File: src/rtl/next_pc_pkg.sv
// Shared types and helpers for the next-PC unit: target select encoding,
// default vectors and the absolute-jump target function.
package next_pc_pkg;

   typedef enum logic [2:0] {
      SEL_SEQ,
      SEL_BR,
      SEL_J,
      SEL_JR,
      SEL_RET
   } sel_e;

   localparam logic [31:0] DEF_RESET_VEC = 32'h0000_0000;
   localparam logic [31:0] DEF_TRAP_VEC  = 32'h0000_0080;

   // Widest PC the jump helper handles; callers zero-extend and truncate.
   localparam int MAX_W = 64;

   // Keep the pc_plus4 bits above the shifted imm26 field, splice in imm26,
   // and leave off_shift zero bits at the bottom.
   function automatic logic [MAX_W-1:0] calc_j_tgt(input logic [MAX_W-1:0] pc_plus4,
                                                    input logic [25:0]      imm26,
                                                    input int unsigned      off_shift);
      logic [MAX_W-1:0] upper;
      logic [MAX_W-1:0] field;
      upper = (pc_plus4 >> (26 + off_shift)) << (26 + off_shift);
      field = {{(MAX_W-26){1'b0}}, imm26} << off_shift;
      return upper | field;
   endfunction

endpackage

File: src/rtl/next_pc_ras_stack.sv
// Circular return-address stack: push overwrites the oldest entry when full,
// push+pop together replaces the top entry in place.
module ras_stack #(
   parameter int DEPTH = 4,
   parameter int WIDTH = 32
) (
   input  logic             clk,
   input  logic             rst_n,
   input  logic             push,
   input  logic             pop,
   input  logic [WIDTH-1:0] push_data,
   output logic [WIDTH-1:0] top,
   output logic             empty,
   output logic             full
);

   localparam int PW = $clog2(DEPTH);
   localparam int CW = PW + 1;

   logic [WIDTH-1:0] mem [DEPTH];
   logic [PW-1:0]    ptr;
   logic [PW-1:0]    wr_idx;
   logic [CW-1:0]    count;

   assign wr_idx = pop ? ptr : ptr + 1'b1;

   // NOTE: the entry array has no reset; the count alone says which entries are valid.
   always_ff @(posedge clk) begin
      if (push) mem[wr_idx] <= push_data;
   end

   // NOTE: non-blocking assignments keep ptr/count updates order-independent.
   always_ff @(posedge clk or negedge rst_n) begin
      if (!rst_n) begin
         ptr   <= '0;
         count <= '0;
      end else begin
         unique case ({push, pop})
            2'b10: begin
               ptr   <= ptr + 1'b1;
               count <= full ? count : count + 1'b1;
            end
            2'b01: begin
               ptr   <= ptr - 1'b1;
               count <= count - 1'b1;
            end
            default: ;
         endcase
      end
   end

   assign top   = mem[ptr];
   assign empty = (count == '0);
   assign full  = (count == CW'(DEPTH));

endmodule

File: src/rtl/next_pc_unit.sv
// Registered, stallable next-PC generator with return-address prediction.
// Optional NEXT_PC_MISALIGN_TRAP_EN redirects misaligned targets to TRAP_VEC.
module next_pc_unit
   import next_pc_pkg::*;
#(
   parameter int               ADDR_W    = 32,
   parameter int unsigned      OFF_SHIFT = 2,
   parameter logic [ADDR_W-1:0] RESET_VEC = ADDR_W'(DEF_RESET_VEC),
   parameter int               RAS_DEPTH = 4
`ifdef NEXT_PC_MISALIGN_TRAP_EN
  ,parameter logic [ADDR_W-1:0] TRAP_VEC  = ADDR_W'(DEF_TRAP_VEC)
`endif
) (
   input  logic              clk,
   input  logic              rst_n,
   input  logic              stall,
   input  logic              pc_src,
   input  logic              jump,
   input  logic              jr,
   input  logic              link,
   input  logic              ret,
   input  logic [25:0]       imm26,
   input  logic [ADDR_W-1:0] sext_off,
   input  logic [ADDR_W-1:0] rs_val,
   output logic [ADDR_W-1:0] pc,
   output logic [ADDR_W-1:0] pc_plus4,
   output logic              ras_empty,
   output logic              ras_full
`ifdef NEXT_PC_MISALIGN_TRAP_EN
  ,output logic              misalign
`endif
);

   sel_e              sel;
   logic [ADDR_W-1:0] br_tgt;
   logic [ADDR_W-1:0] j_tgt;
   logic [ADDR_W-1:0] ras_top;
   logic [ADDR_W-1:0] target;
   logic [MAX_W-1:0]  pc4_ext;
   logic [MAX_W-1:0]  j_ext;
   logic              ras_push;
   logic              ras_pop;

   assign pc_plus4 = pc + ADDR_W'(4);
   assign br_tgt   = pc_plus4 + (sext_off << OFF_SHIFT);

   always_comb begin
      pc4_ext = '0;
      pc4_ext[ADDR_W-1:0] = pc_plus4;
      j_ext = calc_j_tgt(pc4_ext, imm26, OFF_SHIFT);
      j_tgt = j_ext[ADDR_W-1:0];
   end

   // An empty-stack return falls back to the register operand, like jr.
   always_comb begin
      sel = SEL_SEQ;
      if (ret && !ras_empty) sel = SEL_RET;
      else if (ret || jr)    sel = SEL_JR;
      else if (jump)         sel = SEL_J;
      else if (pc_src)       sel = SEL_BR;
   end

   always_comb begin
      target = pc_plus4;
      unique case (sel)
         SEL_RET: target = ras_top;
         SEL_JR:  target = rs_val;
         SEL_J:   target = j_tgt;
         SEL_BR:  target = br_tgt;
         default: target = pc_plus4;
      endcase
   end

   assign ras_push = link && !stall;
   assign ras_pop  = ret && !ras_empty && !stall;

   ras_stack #(
      .DEPTH(RAS_DEPTH),
      .WIDTH(ADDR_W)
   ) u_ras (
      .clk      (clk),
      .rst_n    (rst_n),
      .push     (ras_push),
      .pop      (ras_pop),
      .push_data(pc_plus4),
      .top      (ras_top),
      .empty    (ras_empty),
      .full     (ras_full)
   );

`ifdef NEXT_PC_MISALIGN_TRAP_EN
   logic trap;
   assign trap = |target[1:0];

   always_ff @(posedge clk or negedge rst_n) begin
      if (!rst_n) begin
         pc       <= RESET_VEC;
         misalign <= 1'b0;
      end else begin
         misalign <= !stall && trap;
         if (!stall) pc <= trap ? TRAP_VEC : target;
      end
   end
`else
   always_ff @(posedge clk or negedge rst_n) begin
      if (!rst_n)      pc <= RESET_VEC;
      else if (!stall) pc <= target;
   end
`endif

endmodule

File: config.mk
export PLATFORM = sky130hd
export DESIGN_NAME = next_pc_unit
export DESIGN_NICKNAME = d
export VERILOG_FILES = /design/src/rtl/next_pc_pkg.sv /design/src/rtl/next_pc_ras_stack.sv /design/src/rtl/next_pc_unit.sv
export SDC_FILE = /design/constraint.sdc
export NUM_CORES = 1
export LEC_CHECK = 0
export CAP_MARGIN = 0
export CORE_UTILIZATION = 48
export DETAILED_ROUTE_END_ITERATION = 16
export PLACE_DENSITY = 0.78
export SETUP_SLACK_MARGIN = 0.3
export SLEW_MARGIN = 20
export SYNTH_ARGS = -nofsm -noshare
export SYNTH_HDL_FRONTEND = slang
export SYNTH_HIERARCHICAL = 1
export SYNTH_SLANG_ARGS = --single-unit
export TNS_END_PERCENT = 50
File: constraint.sdc
create_clock -name clk -period 3.76 [get_ports clk]
set_input_delay 1.128 -clock clk [delete_from_list [all_inputs] [get_ports clk]]
set_output_delay 1.128 -clock clk [all_outputs]
set_load 0.01 [all_outputs]
==> flow_summary.toml <==
[status]
outcome = "complete, no violations"

[hold_path]
startpoint_of_the_lowest_slack_hold_path = "u_ras/count[0]"
holdCritPathClass = "reg2reg"

[timing]
finalCritPeriodShare_pct = 99.5
report.final.setup_viol = 0
clock-skew-final_ns = 0.00946
layout_setup_ws_ns = 0.0195
grt_setup_unrepaired = "true"
slew_headroom_pct = 31.1
tightestPinTransition_ns = 1.03
period_needed_ns = 3.74
finalSetupTns_ns = 0
achievable-frequency_mhz = 267
count_of_final_max_slew_check_failures = 0
final-hold-violation-count = 0

[routing]
post_drt_wl_per_cell_um = 22.1
vias = 8020
detailed_route_drc_error_count = 0
antenna_left = 0
drt_first_pass_iters = 7
detail_route.wirelength_um = 29200
drtIter0Drc = 854
routed_via_density = 6.05

[layout]
multiInputGateArea_mm2 = 0.00495
finish.net_count = 1191
insertedDiodeCount = 0
finish.instance_area_mm2 = 0.0136
final_cells = 1325
total_of_fill_cells_in_the_finished_design = 1197
fraction_of_layout_instances_using_a_drive_strength_above_1_pct = 33.7
area.sequential_mm2 = 0.00478
finalCoreUtilization_pct = 72.0
area.growth.synth_to_final_pct = 46.5

[yosys]
synth-async-reset-ratio_pct = 22.4
synth_top_flop_cell = "sky130_fd_sc_hd__edfxtp_1"
synth-edff-count = 128
ys.warnings.count = 6
synth.distinct_cells = 69
synth_seq_cells = 165
area_of_the_mapped_netlist_mm2 = 0.00926
syn_nets = 892
yosysSeqAreaShare_pct = 51.5
synth.top_cells.by_area = "sky130_fd_sc_hd__edfxtp_1 42%, sky130_fd_sc_hd__dfrtp_1 10%, sky130_fd_sc_hd__mux4_2 7.8%"
post_synth_top_area_cell = "sky130_fd_sc_hd__edfxtp_1"
syn_area_per_cell_um2 = 12.3
netlist_instances = 753
post-synth-top-count-cell = "sky130_fd_sc_hd__edfxtp_1"
yosysTopAreaCellShare_pct = 41.5
synth.cells.most_frequent = "128 x sky130_fd_sc_hd__edfxtp_1, 58 x sky130_fd_sc_hd__nand2_1, 53 x sky130_fd_sc_hd__a21oi_1"

[grt]
grt.overflow.total = 0
grt_start_max_net_pins = 49
gr-usage-all-layers_pct = 29.3
grt_pass1_vias = 7935
antenna_found_initial = 0
global_route_wire_length_before_repair_um = 43300

[floorplanning]
dieArea_mm2 = 0.0198
die-width_um = 141
coreArea_mm2 = 0.0188
ios = 164
floorplan.die.height_um = 141
placementRows = 50
initial_utilization_pct = 49.2

[clock_tree]
cts.root.buffer_cell = "sky130_fd_sc_hd__clkbuf_16"
worstSkewPairLatency_ns = 0.43
clock_tree_from_tritoncts = "done"
cts-htree-levels = 4
inserted_clock_buffers = 17
cts.sink_count = 165
worst_setup_hold_path_clk_slew_ns = 0.07
max-clock-path-buffers = 2

[pwr]
p_per_area_mw_per_mm2 = 699
max-vdd-ir-drop_mv = 0.390
static-leakage-power_nw = 5.20

[critical_path]
worstSetupStartpoint = "pc[3]"
worstSetupEndpointType = "register"
r2r_start = "pc[3]"
reg2reg_slack_ns = 0.02
critical_path_arrival_ns = 4.05
crit_path_start_kind = "register"
worst-setup-path-type = "reg2reg"
critical_path_peak_fanout = 4
timing.critical_path.required_ns = 4.07

[place]
routabilityCongestion = 0.890
placement.setup.worst_slack_ns = -0.446
dp.final_hpwl_um = 19000
placement.cell_area_mm2 = 0.0121
io_buffers = 161
numPlacedInstances = 1246

[job]
max_cap_viol_count = 0
cell families after synthesis:
family                   synth area share, %
AO/OA/AOI/OAI                           15.9
AND/OR/NAND/NOR                         9.75
flip-flops                              51.5
buffers and inverters                   3.03
XOR/XNOR                                5.79
adder cells (fa/ha/maj)                 5.62
multiplexers                            8.39
cell usage in the layout, fill, tap and decap left out, drive strengths merged, types with 10 or more instances in the layout:
cell	count
clkbuf	24
xor2	22
buf	173
ha	40
nor2	50
dfrtp	37
clkdlybuf4s50	136
a21oi	55
a21o	12
xnor2	37
inv	20
o21ai	43
o22ai	10
a222oi	21
nand3	21
edfxtp	128
nand2	58
mux4	32
final timing paths:
kind,endpoint,cells after the start
max,pc[28],20
max reg2reg,pc[28],20
min,u_ras/count[0],1
max in group asynchronous,u_ras/ptr[0],1
min in group asynchronous,pc[3],1
min reg2reg,u_ras/count[0],1
worst max-delay path: stages, from the launching register on:
cell and delay [ns]:
sky130_fd_sc_hd__dfrtp_2 0.39, sky130_fd_sc_hd__ha_4 0.15, sky130_fd_sc_hd__nand2_4 0.06, sky130_fd_sc_hd__nor3_4 0.15, sky130_fd_sc_hd__nand2_2 0.13, sky130_fd_sc_hd__nor2_4 0.14, sky130_fd_sc_hd__and4_4 0.27, sky130_fd_sc_hd__buf_12 0.11
sky130_fd_sc_hd__xor2_4 0.20, sky130_fd_sc_hd__ha_4 0.25, sky130_fd_sc_hd__and3_4 0.17, sky130_fd_sc_hd__nand4_1 0.09, sky130_fd_sc_hd__o21ai_1 0.08, sky130_fd_sc_hd__a31oi_1 0.20, sky130_fd_sc_hd__o21ai_2 0.12, sky130_fd_sc_hd__buf_6 0.15
sky130_fd_sc_hd__a211oi_4 0.28, sky130_fd_sc_hd__xnor2_2 0.12, sky130_fd_sc_hd__a21oi_2 0.14, sky130_fd_sc_hd__nor3_1 0.07, sky130_fd_sc_hd__a211o_1 0.31
metal layers:
metal / vias up / track usage [%] / share of wire [%]
met5: - / 0 / 0
met4: 0 / 12.0 / 2.9
met3: 67 / 5.10 / 8.8
met1: 3947 / 38.7 / 39
met2: 475 / 48.2 / 49
li1: 3531 / - / -
state kept, by name, summed over array words and instances, names as in the netlist:
name,count
u_ras/count,3
u_ras/mem,128
u_ras/ptr,2
pc,32
what timing repair did:
item / CTS / global route
cloned: 0 / 0
hold buffers: 0 / 0
setup buffers: 34 / 13
gates resized for setup: 99 / 84
pin swaps: 41 / 35
endpoints found under the setup margin: 39 / 41
power by group:
part,switching (mW),internal (mW)
Clock,0.732,1.06
Sequential,0.360,2.46
Combinational,2.36,2.50
Total,3.45,6.02
area by class of cell:
cell class	count	share of cell area, %
multi-input cells	528	36.5
repair buffers	320	20.9
clock inverters	12	1.13
clock buffers	20	3.29
flip-flops and latches	165	35.2
inverters	20	0.553
well taps	260	2.40
metrics by stage:
| stage | total power, mW | hold WS, ns |
|---|---|---|
| floorplan | 5.31 | 0.506 |
| global placement | 6.98 | 0.535 |
| detailed placement | 7.08 | 0.546 |
| CTS | 9.07 | 0.555 |
| global route | 9.93 | 0.601 |
| finish | 9.48 | 0.559 |
Power figures use the tool's default switching activity.
